==> src/rtl/fifo_stream_reader.sv <==
// fifo_stream_reader: turns the FIFO r_en/empty/data_out read port into a valid/ready stream
// through a 3-entry prefetch buffer whose head is entry 0.
module fifo_stream_reader #(
    parameter int DATA_WIDTH = 8
) (
    input  logic                  rclk,
    input  logic                  rrst_n,
    input  logic                  fifo_empty,
    input  logic [DATA_WIDTH-1:0] fifo_data_out,
    output logic                  fifo_r_en,
    input  logic                  flush,
    output logic                  m_valid,
    output logic [DATA_WIDTH-1:0] m_data,
    input  logic                  m_ready,
    output logic [1:0]            level
);
    logic [DATA_WIDTH-1:0] ent_q [3];
    logic [DATA_WIDTH-1:0] ent_d [3];
    logic [1:0]            count_q;
    logic [1:0]            count_d;
    logic                  inflight_q;
    logic                  push;
    logic                  pop;
    logic [1:0]            idx;

    // words already held plus the one on its way must leave room, so a push never overflows
    assign fifo_r_en = rrst_n && !fifo_empty && !flush && (({1'b0, count_q} + {2'b0, inflight_q}) < 3'd3);
    assign pop       = m_valid && m_ready;
    assign push      = inflight_q && !flush;
    assign m_valid   = count_q != 2'd0;
    assign m_data    = ent_q[0];
    assign level     = count_q;

    // entries beyond count are kept at zero, so the head reads 0 whenever the buffer is empty
    always_comb begin
        ent_d[0] = pop ? ent_q[1] : ent_q[0];
        ent_d[1] = pop ? ent_q[2] : ent_q[1];
        ent_d[2] = pop ? '0 : ent_q[2];
        idx      = count_q - {1'b0, pop};
        for (int i = 0; i < 3; i++)
            if (push && idx == 2'(i)) ent_d[i] = fifo_data_out;
        count_d  = count_q + {1'b0, push} - {1'b0, pop};
        if (flush) begin
            count_d = '0;
            for (int i = 0; i < 3; i++) ent_d[i] = '0;
        end
    end

    always_ff @(posedge rclk or negedge rrst_n) begin
        if (!rrst_n) begin
            for (int i = 0; i < 3; i++) ent_q[i] <= '0;
            count_q    <= '0;
            inflight_q <= 1'b0;
        end else begin
            assert (!(push && !pop && count_q == 2'd3));
            for (int i = 0; i < 3; i++) ent_q[i] <= ent_d[i];
            count_q    <= count_d;
            inflight_q <= fifo_r_en;
        end
    end
endmodule

==> config.mk <==
export PLATFORM = sky130hd
export DESIGN_NAME = fifo_stream_reader
export DESIGN_NICKNAME = d
export VERILOG_FILES = /design/src/rtl/fifo_stream_reader.sv
export SDC_FILE = /design/constraint.sdc
export NUM_CORES = 1
export LEC_CHECK = 0
export CORE_MARGIN = 2
export CORE_UTILIZATION = 48
export CTS_BUF_LIST = sky130_fd_sc_hd__clkbuf_4 sky130_fd_sc_hd__clkbuf_8
export DETAILED_ROUTE_END_ITERATION = 10
export PLACE_DENSITY = 0.77
export SYNTH_ARGS = -nofsm -noshare
export SYNTH_HDL_FRONTEND = slang
export SYNTH_SLANG_ARGS = --single-unit
==> constraint.sdc <==
create_clock -name rclk -period 2.6 [get_ports rclk]
set_clock_uncertainty 0.15 [all_clocks]
set_input_delay 0.39 -clock rclk [delete_from_list [all_inputs] [get_ports rclk]]
set_output_delay 0.39 -clock rclk [all_outputs]
set_load 0.01 [all_outputs]
==> metrics.txt, run 1 <==
cts bufs inserted=3; leading cell types by count after synthesis=32 x nand2_1, 27 x dfrtp_1, 16 x a311oi_1, 16 x nor3_1; CP max FO=2; source of the critical timing path=level[0]; Root Driver=clkbuf_4; Die W=57.72 um; met2 GRT Util=0.3149; post-layout minimum cycle time=2.553 ns; via count of the routed design=1152; sequential fraction of design power=0.385; number of placement rows=19; overall routing resource usage=0.2061; Die Footprint=3331 um2; ratio of final minimum period to clock period=0.9819; main combinational cell family by area after synthesis=simple AND/OR/NAND/NOR gates; dominant cell type by area after synthesis=dfrtp_1; Adder-Cell Fraction of Synth Area=0.04517; switching fraction of total power=0.3748; largest net degree at the start of global routing=28; power density over cell area=699.9 nW/um2; Crit-path slowest cell=or4b_4; clock-pin transition on the worst setup and hold timing paths=0.16 ns; fraction of post-synthesis cell area in the top cell type by area=0.4878; CP cell instances=ha_2 > ha_1 > or4b_4 > a21oi_2 > buf_4 > buf_4 > buf_4 > buf_4 > buf_4 > buf_4 > buf_4 > buf_4 > buf_4 > buf_4; global-route wire length before repair=5347 um; I/O Buffers=24; Post-synth EDFFs=0; combined area of the multi-input logic cells=613.1 um2; Distinct cells, synth=24; CP required=2.74 ns; number of violations reported at the end of detailed-routing iteration 0=32; count of hold buffers inserted by post-cts repair=0; I/O pin count=25; GPL Wtd Cong=0.7671; kind of cell with the highest combined delay on the critical path=buffers and inverters; Area Overhead vs Synth=28.64%; syn avg cell area=9.823 um2; buffers plus inverters on the worst setup path=10; most numerous cell in the Yosys netlist=nand2_1; status=completed; ratio of cells with drive above 1 in the final layout=0.2114; leak pwr=0.7868 nW; main area contributors after synthesis=dfrtp_1 49%, a311oi_1 10%, nand2_1 8.7%, nor3_1 5.8%, a22o_1 5.1%; Final Hold Vio Count=0; arrival time at the worst endpoint=2.69 ns; Post-Route Utilization=0.6461; register bit count reported by yosys=27; cell repeated most along the worst path=buf_4; vertical extent of the die=57.72 um; Compound-Gate Fraction of Synth Area=0.1725; net switching power of the design=0.0004674 W; total nets after synthesis=159; kind of end point of the critical path=register; internal power component=0.0007795 W; Overall Power=0.001247 W; Post-Route Hold Slack=0.2761 ns; worst relative slew slack=0.6212; simple-gate portion of the synthesized area=0.1933; met3 usage in global routing=0.02232; drt first pass iters=4; clock latency of the later-clocked register in the worst-skew pair=0.33 ns; largest stage delay on the critical path=0.48 ns; global routing usage on met1=0.2999; area share of xor/xnor cells in the synthesized design=0.01897; Clk network pwr share=0.152; slack of the worst reg-to-reg path=0.05 ns; Final ANT Viol Nets=0; Wirelength per Cell=15.37 um; launch instance of the worst register-to-register path=level[0]; average vias per placed instance=5.592; number of nets in the layout=194; clock tree from TritonCTS=yes; reported max-cap violation count=0; peak clock frequency supported by timing=391.7 MHz; core outline area=2758 um2; Setup-failing EPs final=0; Fin Setup TNS=0 ns; Inserted Diodes=0; Logic pwr share=0.463; gr busiest metal=met2; via count of the first global-routing pass=1134; final standard cell count with taps included and fillers excluded=206; starting density of the core=0.5023; H-tree depth=1; class of the tightest hold or removal check=in2async; total congestion overflow=0; transition time of the tightest slew-check pin=0.5670 ns; Post-synth ARST share=1.000; antenna violations before repair=0; fraction of the yosys area taken by sequential cells=0.4878; Longest Clk Path Bufs=2; count of placed standard cells including taps=191; number of warning messages in the yosys log=0; register area=675.6 um2; total count of max-transition violations in the final report=0; path type of the worst setup path=reg2reg; multiplexer share of the synthesized area=0; number of inserted filler cells in the final layout=221; DRC Markers=0; worst-case vdd ir drop=0.6419 mV; synthesized area=1385 um2; prevailing post-synth register cell=dfrtp_1; HPWL after detailed placement=2085 um; number of instances in the synthesized netlist=141; number of clock sinks=27; CP startpoint kind=register; total wirelength of the detailed-routed design=3167 um
==> power groups by stage <==
stage                     Combinational (W)  Clock [W]  Sequential [W]
after global routing               0.000626   0.000205        0.000485
after floorplan                    0.000298          0        0.000507
after CTS                          0.000559   0.000192        0.000478
final                              0.000577   0.000190        0.000480
after detailed placement           0.000541          0        0.000487
after global placement             0.000520          0        0.000485
==> worst paths after layout <==
kind / cells after the start / end
worst max register to register: 14 / inflight_q
min in group rclk: 1 / ent_q[3]
worst min-delay path: 2 / m_data[5]
worst min register to register: 1 / ent_q[3]
max in group asynchronous: 2 / m_data[4]
worst max-delay path: 14 / inflight_q
==> through the flow <==
step	worst slack, ns	instance area (um2)
2_1_floorplan	0.02063	1394
3_3_place_gp	-0.1236	1667
3_5_place_dp	-0.1565	1667
4_1_cts	0.02042	1770
5_1_grt	-0.01727	1782
6_report	0.04696	1782
==> final cells by class <==
type / count / share of cell area
well taps: 31 / 0.02177
multi-input cells: 93 / 0.3441
clock buffers: 3 / 0.01264
flip-flops and latches: 27 / 0.3792
inverters: 3 / 0.006320
clock inverters: 1 / 0.002809
repair buffers: 48 / 0.2331
==> logic make-up after synthesis <==
group / after synthesis
AO/OA/AOI/OAI: 27
XOR/XNOR: 3
adder cells (fa/ha/maj): 5
buffers and inverters: 21
flip-flops: 27
AND/OR/NAND/NOR: 58
==> sequential cells by signal, indices dropped and copies added, names as in the netlist <==
| name | count |
|---|---|
| ent_q | 16 |
| inflight_q | 1 |
| level | 2 |
| m_data | 8 |
==> metal layers <==
| layer | up-vias | routed length, um | share of wire |
|---|---|---|---|
| li1 | 570 | - | - |
| met1 | 551 | 1484 | 0.47 |
| met2 | 27 | 1527 | 0.48 |
| met3 | 4 | 113 | 0.036 |
| met4 | 0 | 42 | 0.013 |
| met5 | - | 0 | 0 |
==> repair_timing <==
item	in CTS	in global routing
gates cloned	0	0
resized for setup	6	2
buffers inserted	10	1
setup endpoints to repair	1	2
==> cell usage in the layout, fill, tap and decap left out, types with 2 or more instances in the layout <==
cell             Yosys  layout
nand2_1             32      32
dfrtp_1             27      27
buf_4                8      24
clkdlybuf4s50_1      0      23
nor3_1              16      16
a311oi_1            16      16
a22o_1               8       8
ha_1                 5       4
clkbuf_4             0       3
nor2b_1              2       2
or2_2                2       2
inv_1                2       2
xor2_1               2       2
No activity file was read; power rests on OpenSTA's default activity.
==> run 2, diff against run 1 <==
--- a/config.mk
+++ b/config.mk
@@ -6,10 +6,10 @@
 export NUM_CORES = 1
 export LEC_CHECK = 0
 export CORE_MARGIN = 2
-export CORE_UTILIZATION = 48
+export CORE_UTILIZATION = 40
 export CTS_BUF_LIST = sky130_fd_sc_hd__clkbuf_4 sky130_fd_sc_hd__clkbuf_8
 export DETAILED_ROUTE_END_ITERATION = 10
-export PLACE_DENSITY = 0.77
+export PLACE_DENSITY = 0.66
 export SYNTH_ARGS = -nofsm -noshare
 export SYNTH_HDL_FRONTEND = slang
 export SYNTH_SLANG_ARGS = --single-unit
==> run 2 against run 1 <==
Against the previous run:
- global-route usage shrank 2.0 points
- first-iteration DRC count grew to 3.3 times the previous value
- clock-buffer cell count is the same
- register-to-register slack gained 0.02 ns
- sequential share of layout area shrank 0.45 points
- combinational power is essentially flat
- maximum frequency grew 0.78%
- routed wire length grew 4.7%
- setup slack gained 0.020 ns
- utilization shrank 11 points
- cell area grew 1.2%
- clock power grew 3%
==> metrics.txt, run 2 (synthesized netlist as in run 1, its figures left out) <==
DRC Markers=0 (unchanged); commonest non-fill, non-tap cells in the layout=32 x nand2_1, 27 x dfrtp_1, 23 x clkdlybuf4s50_1, 23 x buf_4; leak pwr=0.7792 nW (-0.97%); number of clock sinks=27 (unchanged); number of nets in the layout=193 (-0.52%); number of placement rows=21 (+2); drt first pass iters=4 (unchanged); Largest register FFs=16 (unchanged); arrival time at the worst endpoint=2.67 ns (-0.02 ns); HPWL after detailed placement=2136 um (+2.5%); reported max-cap violation count=0 (unchanged); ratio of cells with drive above 1 in the final layout=0.2069 (-0.004532); most frequent standard cell in the layout excluding fill and tap cells=nand2_1; transition time of the tightest slew-check pin=0.6186 ns (+0.05158 ns); I/O pin count=25 (unchanged); vertical extent of the die=62.85 um (+8.9%); Inserted Diodes=0 (unchanged); internal power component=0.0007749 W (-0.60%); Root Driver=clkbuf_4; Die Footprint=3949 um2 (+19%); net switching power of the design=0.0004737 W (+1.4%); Longest Clk Path Bufs=2 (unchanged); via count of the routed design=1179 (+2.3%); launch instance of the worst register-to-register path=level[0]; CP required=2.74 ns (about the same); register with the highest flop count=ent_q; path type of the worst setup path=reg2reg; Setup-failing EPs final=0 (unchanged); starting density of the core=0.4151 (-0.08720); post-layout minimum cycle time=2.533 ns (-0.01981 ns); core outline area=3337 um2 (+21%); cell repeated most along the worst path=buf_4; CP startpoint kind=register; H-tree depth=1 (unchanged); count of cells along the worst register-to-register path=14 (unchanged); worst-case vdd ir drop=0.7359 mV (+15%); number of violations reported at the end of detailed-routing iteration 0=104 (+230%); Logic pwr share=0.460 (-0.003); class of the tightest hold or removal check=in2async; Fin Setup TNS=0 ns (unchanged); count of hold buffers inserted by post-cts repair=0 (unchanged); global-route wire length before repair=5809 um (+8.6%); worst relative slew slack=0.5867 (-0.03446); Final Hold Vio Count=0 (unchanged); post-layout worst setup margin=0.06677 ns (+0.01981 ns); power density over cell area=692.5 nW/um2 (-1.0%); cts bufs inserted=3 (unchanged); ratio of final minimum period to clock period=0.9743 (-0.007621); antenna violations before repair=0 (unchanged); I/O Buffers=24 (unchanged); total congestion overflow=0 (unchanged); Wirelength per Cell=15.07 um (-2.0%); status=completed; peak clock frequency supported by timing=394.8 MHz (+0.78%); via count of the first global-routing pass=1196 (+5.5%); FF-to-FF End=inflight_q; largest net degree at the start of global routing=28 (unchanged); CP max FO=2 (unchanged); Overall Power=0.001249 W (+0.13%); average vias per placed instance=5.359 (-4.2%); clock tree from TritonCTS=yes; total count of max-transition violations in the final report=0 (unchanged); kind of end point of the critical path=register; Final ANT Viol Nets=0 (unchanged); total wirelength of the detailed-routed design=3315 um (+4.7%); largest stage delay on the critical path=0.50 ns (+0.02 ns); GPL Wtd Cong=0.7924 (+3.3%); setup repair after global routing missed its margin=yes; CP cell instances=ha_2 > ha_1 > or4b_4 > a21oi_4 > buf_4 > buf_4 > buf_4 > buf_4 > buf_4 > buf_4 > buf_4 > buf_4 > buf_4 > buf_4; switching fraction of total power=0.3794 (+0.004566); Clk network pwr share=0.156 (+0.004); clock latency of the later-clocked register in the worst-skew pair=0.34 ns (about the same); Area Overhead vs Synth=30.17%; Post-Route Utilization=0.5403 (-0.1058); Crit-path slowest cell=or4b_4; Die W=62.85 um (+8.9%); clock-pin transition on the worst setup and hold timing paths=0.16 ns (about the same); overall routing resource usage=0.1858 (-0.02031); setup slack after placement=-0.1872 ns (-0.03073 ns); sequential fraction of design power=0.384 (about the same); slack of the worst reg-to-reg path=0.07 ns (+0.02 ns)
-- run 2: what timing repair did --
action,CTS,global route
pin swaps,0,1
gates resized for setup,6,3
setup buffers,10,0
setup endpoints to repair,1,5
-- run 2: stage by stage --
| step | area (um2) | hold WS, ns | instances |
|---|---|---|---|
| 4_1_cts | 1792 | 0.3681 | 220 |
| 6_report | 1803 | 0.3615 | 220 |
| 3_3_place_gp | 1685 | 0.3328 | 206 |
| 3_5_place_dp | 1685 | 0.3313 | 206 |
| 5_1_grt | 1803 | 0.3562 | 220 |
| 2_1_floorplan | 1394 | -0.05559 | 141 |
-- run 2: worst max-delay path, delay by kind of cell (launching register included) --
kind                     cells  cell delay [ns]
adder cells (fa/ha/maj)      2             0.36
buffers and inverters       10             0.93
AND/OR/NAND/NOR              1             0.50
AO/OA/AOI/OAI                1             0.14
flip-flops                   1             0.42
-- run 2: how the worst max path moves through the flow --
| stage | start | slack (ns) | depth (start not counted) | to |
|---|---|---|---|---|
| 2_1_floorplan | level[0] | 0.02 | 9 | ent_q[10] |
| 3_3_place_gp | rrst_n | -0.16 | 4 | fifo_r_en |
| 3_5_place_dp | rrst_n | -0.19 | 4 | fifo_r_en |
| 4_1_cts | level[0] | 0.002 | 14 | inflight_q |
| 5_1_grt | inflight_q | -0.02 | 14 | inflight_q |
| 6_report | level[0] | 0.07 | 14 | inflight_q |
-- run 2: cell type report --
type,instances,area [um2]
Timing Repair Buffer,47,407.9
Clock buffer,3,22.52
Multi-Input combinational cell,93,620.6
Inverter,3,11.26
Fill cell,315,1534
Tap cell,46,57.56
Clock inverter,1,7.507
Sequential cell,27,675.6
-- run 2: power groups by stage --
stage               clock, W  combinational, W  sequential, W
floorplan                  0          0.000298       0.000507
global placement           0          0.000536       0.000486
detailed placement         0          0.000546       0.000488
CTS                 0.000203          0.000564       0.000480
global route        0.000225          0.000632       0.000485
finish              0.000195          0.000574       0.000480
-- run 2: per-layer routing --
metal | vias to the layer above | track usage | wire, um
li1 | 565 | - | -
met1 | 579 | 0.2465 | 1481
met2 | 33 | 0.3105 | 1651
met3 | 2 | 0.04144 | 164
met4 | 0 | 0.04167 | 19
met5 | - | 0 | 0
==> run 3, diff against run 2 <==
--- a/config.mk
+++ b/config.mk
@@ -9,7 +9,6 @@
 export CORE_UTILIZATION = 40
 export CTS_BUF_LIST = sky130_fd_sc_hd__clkbuf_4 sky130_fd_sc_hd__clkbuf_8
 export DETAILED_ROUTE_END_ITERATION = 10
-export PLACE_DENSITY = 0.66
 export SYNTH_ARGS = -nofsm -noshare
 export SYNTH_HDL_FRONTEND = slang
 export SYNTH_SLANG_ARGS = --single-unit
==> constraint.sdc (replaced) <==
create_clock -name rclk -period 2.42 [get_ports rclk]
set_clock_uncertainty 0.15 [all_clocks]
set_input_delay 0.363 -clock rclk [delete_from_list [all_inputs] [get_ports rclk]]
set_output_delay 0.363 -clock rclk [all_outputs]
set_load 0.01 [all_outputs]
==> run 3 against run 2 <==
Against the previous run:
- the flow now finishes with violations (negative setup slack)
- cell area shrank 2.2%
- clock-buffer cell count is the same
- clock power grew 5%
- sequential cell count is the same
- utilization shrank 1.2 points
- sequential share of layout area grew 0.97 points
==> metrics.txt, run 3 (synthesized netlist as in run 1, its figures left out) <==
status=complete, but fails checks; violations in the final reports=negative setup slack; starting density of the core=0.4151 (unchanged); HPWL after detailed placement=2194 um (+2.7%); number of violations reported at the end of detailed-routing iteration 0=84 (-19%); I/O Buffers=24 (unchanged); Area Overhead vs Synth=27.37%; worst-case vdd ir drop=0.5167 mV (-30%); number of clock sinks=27 (unchanged); Die Footprint=3949 um2 (unchanged); drt first pass iters=4 (unchanged); post-layout minimum cycle time=2.428 ns; overall routing resource usage=0.1720 (-0.01385); class of the tightest hold or removal check=in2async; via count of the first global-routing pass=1049 (-12%); Post-Route Utilization=0.5287 (-0.01162); core outline area=3337 um2 (unchanged); Final Hold Vio Count=0 (unchanged); Post-Route Hold Slack=0.3294 ns (-0.03214 ns); Largest register FFs=16 (unchanged); clock latency of the later-clocked register in the worst-skew pair=0.33 ns (about the same); Die W=62.85 um (unchanged); number of placement rows=21 (unchanged); Final ANT Viol Nets=0 (unchanged); register with the highest flop count=ent_q; total congestion overflow=0 (unchanged); I/O pin count=25 (unchanged); arrival time at the worst endpoint=1.92 ns (-0.75 ns); clock-pin transition on the worst setup and hold timing paths=0.15 ns (about the same); CP required=1.91 ns (-0.83 ns); Longest Clk Path Bufs=2 (unchanged); via count of the routed design=1081 (-8.3%); setup repair after global routing missed its margin=yes; Fin Setup TNS=-0.008196 ns (-0.008196 ns); power density over cell area=761.5 nW/um2 (+10%); Inserted Diodes=0 (unchanged); GPL Wtd Cong=0.8220 (+3.7%); CP max FO=2 (unchanged); vertical extent of the die=62.85 um (unchanged); leak pwr=0.7224 nW (-7.3%); total count of max-transition violations in the final report=0 (unchanged); worst relative slew slack=0.7530 (+0.1662); peak clock frequency supported by timing=411.8 MHz; kind of end point of the critical path=primary output; total wirelength of the detailed-routed design=3184 um (-4.0%); transition time of the tightest slew-check pin=0.3693 ns (-0.2493 ns); average vias per placed instance=5.148 (-3.9%); Wirelength per Cell=15.16 um (+0.62%); commonest non-fill, non-tap cells in the layout=32 x nand2_1, 25 x dfrtp_1, 23 x clkdlybuf4s50_1; clock tree from TritonCTS=yes; Setup-failing EPs final=1 (+1); cts bufs inserted=3 (unchanged); post-layout worst setup margin=-0.008196 ns (-0.07497 ns); Root Driver=clkbuf_4; path type of the worst setup path=reg2out; largest net degree at the start of global routing=28 (unchanged); H-tree depth=1 (unchanged); number of nets in the layout=183 (-5.2%); antenna violations before repair=0 (unchanged); ratio of cells with drive above 1 in the final layout=0.1890 (-0.01787); CP startpoint kind=register; most frequent standard cell in the layout excluding fill and tap cells=nand2_1; DRC Markers=0 (unchanged); ratio of final minimum period to clock period=1.003; reported max-cap violation count=0 (unchanged); global-route wire length before repair=5333 um (-8.2%)
-- run 3: cell count changes in the layout (fill, tap and decap cells not counted), sizes merged --
cell | before | now
buf | 24 | 14
-- run 3: final cells by class --
cell class	instances	area (um2)
Fill cell	333	1573
Sequential cell	27	678.2
Multi-Input combinational cell	93	648.1
Timing Repair Buffer	37	339.1
Tap cell	46	57.56
Clock buffer	3	22.52
Inverter	3	11.26
Clock inverter	1	7.507
-- run 3: metal layers --
metal  wire length [um]  vias to the layer above  track usage  share of wire
li1                   -                      545            -              -
met1               1557                      507       0.2569           0.49
met2               1503                       25       0.2608           0.47
met3                 88                        4      0.02162          0.028
met4                 34                        0      0.05000          0.011
met5                  0                        -            0              0
-- run 3: worst paths after layout --
kind,start,endpoint,slack [ns],cells after the start
hold reg to reg,ent_q[0],ent_q[0],0.37,1
max in group asynchronous,rrst_n,level[1],1.52,2
setup / recovery,inflight_q,fifo_r_en,-0.008,5
hold / removal,rrst_n,ent_q[4],0.33,2
setup reg to reg,level[0],ent_q[15],0.13,7
min in group rclk,ent_q[0],ent_q[0],0.37,1
-- run 3: critical path: stages, from the launching register on --
cell and delay (ns):
dfrtp_1 0.45, ha_4 0.18, ha_2 0.16, or4b_4 0.53, a21oi_4 0.15, buf_6 0.12
-- run 3: where the power goes --
group,total [W],internal [W],leakage (nW),switching (W)
Combinational,0.000618,0.000278,0.337,0.000340
Clock,0.000205,0.0000633,0.0139,0.000141
Sequential,0.000521,0.000494,0.371,0.0000265
Total,0.00134,0.000835,0.722,0.000508
-- run 3: through the flow --
step           instances  setup WS [ns]  cell area (um2)  power [W]
2_1_floorplan        141       -0.01036             1418  0.0008936
5_1_grt              210       -0.05499             1764   0.001430
3_5_place_dp         205        -0.3189             1693   0.001110
6_report             210      -0.008196             1764   0.001343
4_1_cts              209       0.008366             1728   0.001321
3_3_place_gp         205        -0.3020             1693   0.001096
-- run 3: what timing repair did --
action	CTS	global route
pin swaps	0	1
endpoints found under the hold margin	0	0
resized for setup	7	6
gates cloned	0	0
buffers inserted	0	1
endpoints found under the setup margin	1	12
hold buffers	0	0
==> RTL change, RTL diff (config.mk and constraints of run 1) <==
The parameter `DATA_WIDTH` goes from 8 to 6.
--- a/src/rtl/fifo_stream_reader.sv
+++ b/src/rtl/fifo_stream_reader.sv
@@ -2,5 +2,5 @@
 // through a 3-entry prefetch buffer whose head is entry 0.
 module fifo_stream_reader #(
-    parameter int DATA_WIDTH = 8
+    parameter int DATA_WIDTH = 6
 ) (
     input  logic                  rclk,
Interface: changed (resized fifo_data_out and m_data); port bits go from 25 to 21. The function was not compared with the original's and may differ.
==> RTL change against run 1 <==
- clock power down 15%
- final area down 17%
- utilization up 1.6 points
- sequential cell count down 6
- critical path depth down 1
- first-iteration DRC count down 25%
- final cell count down 17%
- count of clock-buffer cells in the layout unchanged
- sequential share of layout area down 2.4 points
- total power down 18%
- synthesized area down 17%
- worst setup slack better by 0.088 ns
- routed wire length down 19%
- global-route usage up 0.31 points
- critical path type unchanged
==> RTL change: results <==
layout:
  n_antenna_cell: 0
  regMostFlops: "ent_q"
  fillCellCount: 171
  largest_register_ffs: 12
  drive_gt1_share_pct: 26.57
  final_core_util_pct: 66.22
synth:
  synth_common_cells: "nand2_1, dfrtp_1, nor3_1"
  synthCells: 113
  yosysWarnings: 0
  synth.distinct_cells: 25
  synthArstFlopShare_pct: 100.0
  synth_area_leaders: "dfrtp_1, a311oi_2, nand2_1"
  syn-num-nets: 129
  seq_area_frac_synth_pct: 45.55
worst_setup_path:
  crit_arrival_ns: 2.58
  path_max_fanout: 2
  r2r_start: "level[0]$_DFF_PN0_"
  worstRegToRegCells: 13
  crit_path_max_incr_delay_ns: 0.48
  endpoint: "inflight_q$_DFF_PN0_"
  ff2ff_setup_slack_ns: 0.14
  cp_top_family: "buffers and inverters"
routing:
  wl_met2_mm: 1.304
  wl_mm: 2.570
  wl_met3_um: 131
  firstDrtPassIters: 4
  wirelength_met1_mm: 1.055
  wl_per_cell_um: 15.03
  vias_per_cell: 5.620
  drtIter0Drc: 24
clocking:
  root_buffer: "clkbuf_4"
  htreeDepth: 1
  clk_pin_slew_ns: 0.12
  cts_buffer_depth: 2
  clock_latency_ns: 0.31
global_route:
  grt_usage_pct: 20.93
  grt_pass1_wl_mm: 4.174
  met2_usage_pct: 33.96
  grtUsageMet1_pct: 26.40
  grt_pass1_vias: 944
  grt_max_degree: 22
  antenna_found_initial: 0
  use_met3_pct: 3.390
power:
  clk-power_uw: 162
  p_sw_uw: 377.5
  peakVddDrop_mv: 0.6167
  power.share.sequential_pct: 36.9
  totalPowerFinal_uw: 1019
  power_leakage_uw: 0.0006551
place:
  numPortBuffers: 20
  placed_area_mm2: 0.001371
  dp.cells: 157
  gp_congestion: 0.8061
  place_hpwl_mm: 1.677
  place_ws_ns: -0.2059
sta:
  whs_ns: 0.2936
  relSlewSlack_pct: 70.92
  fin_crit_ns: 2.465
run_status:
  outcome: "finished clean"
## RTL change: cell count changes after synthesis, moves of 4 or more
cell	change
a311oi_1	-9
dfrtp_1	-6
nand2_1	-8
a311oi_2	+5
nor3_1	-4
## RTL change: what timing repair did
action | 4_1_cts | 5_1_grt
endpoints found under the setup margin | 1 | 2
buffers inserted | 10 | 0
gates resized for setup | 5 | 2
hold endpoints to repair | 0 | 0
hold buffers | 0 | 0
## RTL change: final cells by class
type                            instances  area share [%]
Clock inverter                          1          0.3384
Sequential cell                        21           35.53
Multi-Input combinational cell         75           36.13
Inverter                                3          0.7614
Timing Repair Buffer                   40           23.35
Tap cell                               28           2.369
Clock buffer                            3           1.523
## RTL change: logic make-up (layout without fill, tap and decap cells)
kind of cell,after synthesis,in the layout,share of synthesized area [%]
AOI/OAI and AO/OA,21,21,18.87
xor gates and xnor gates,3,3,2.278
adders and majority gates,5,5,5.423
buffers and inverters,17,47,9.001
DFF,21,21,45.55
and+or+nand+nor,46,46,18.87
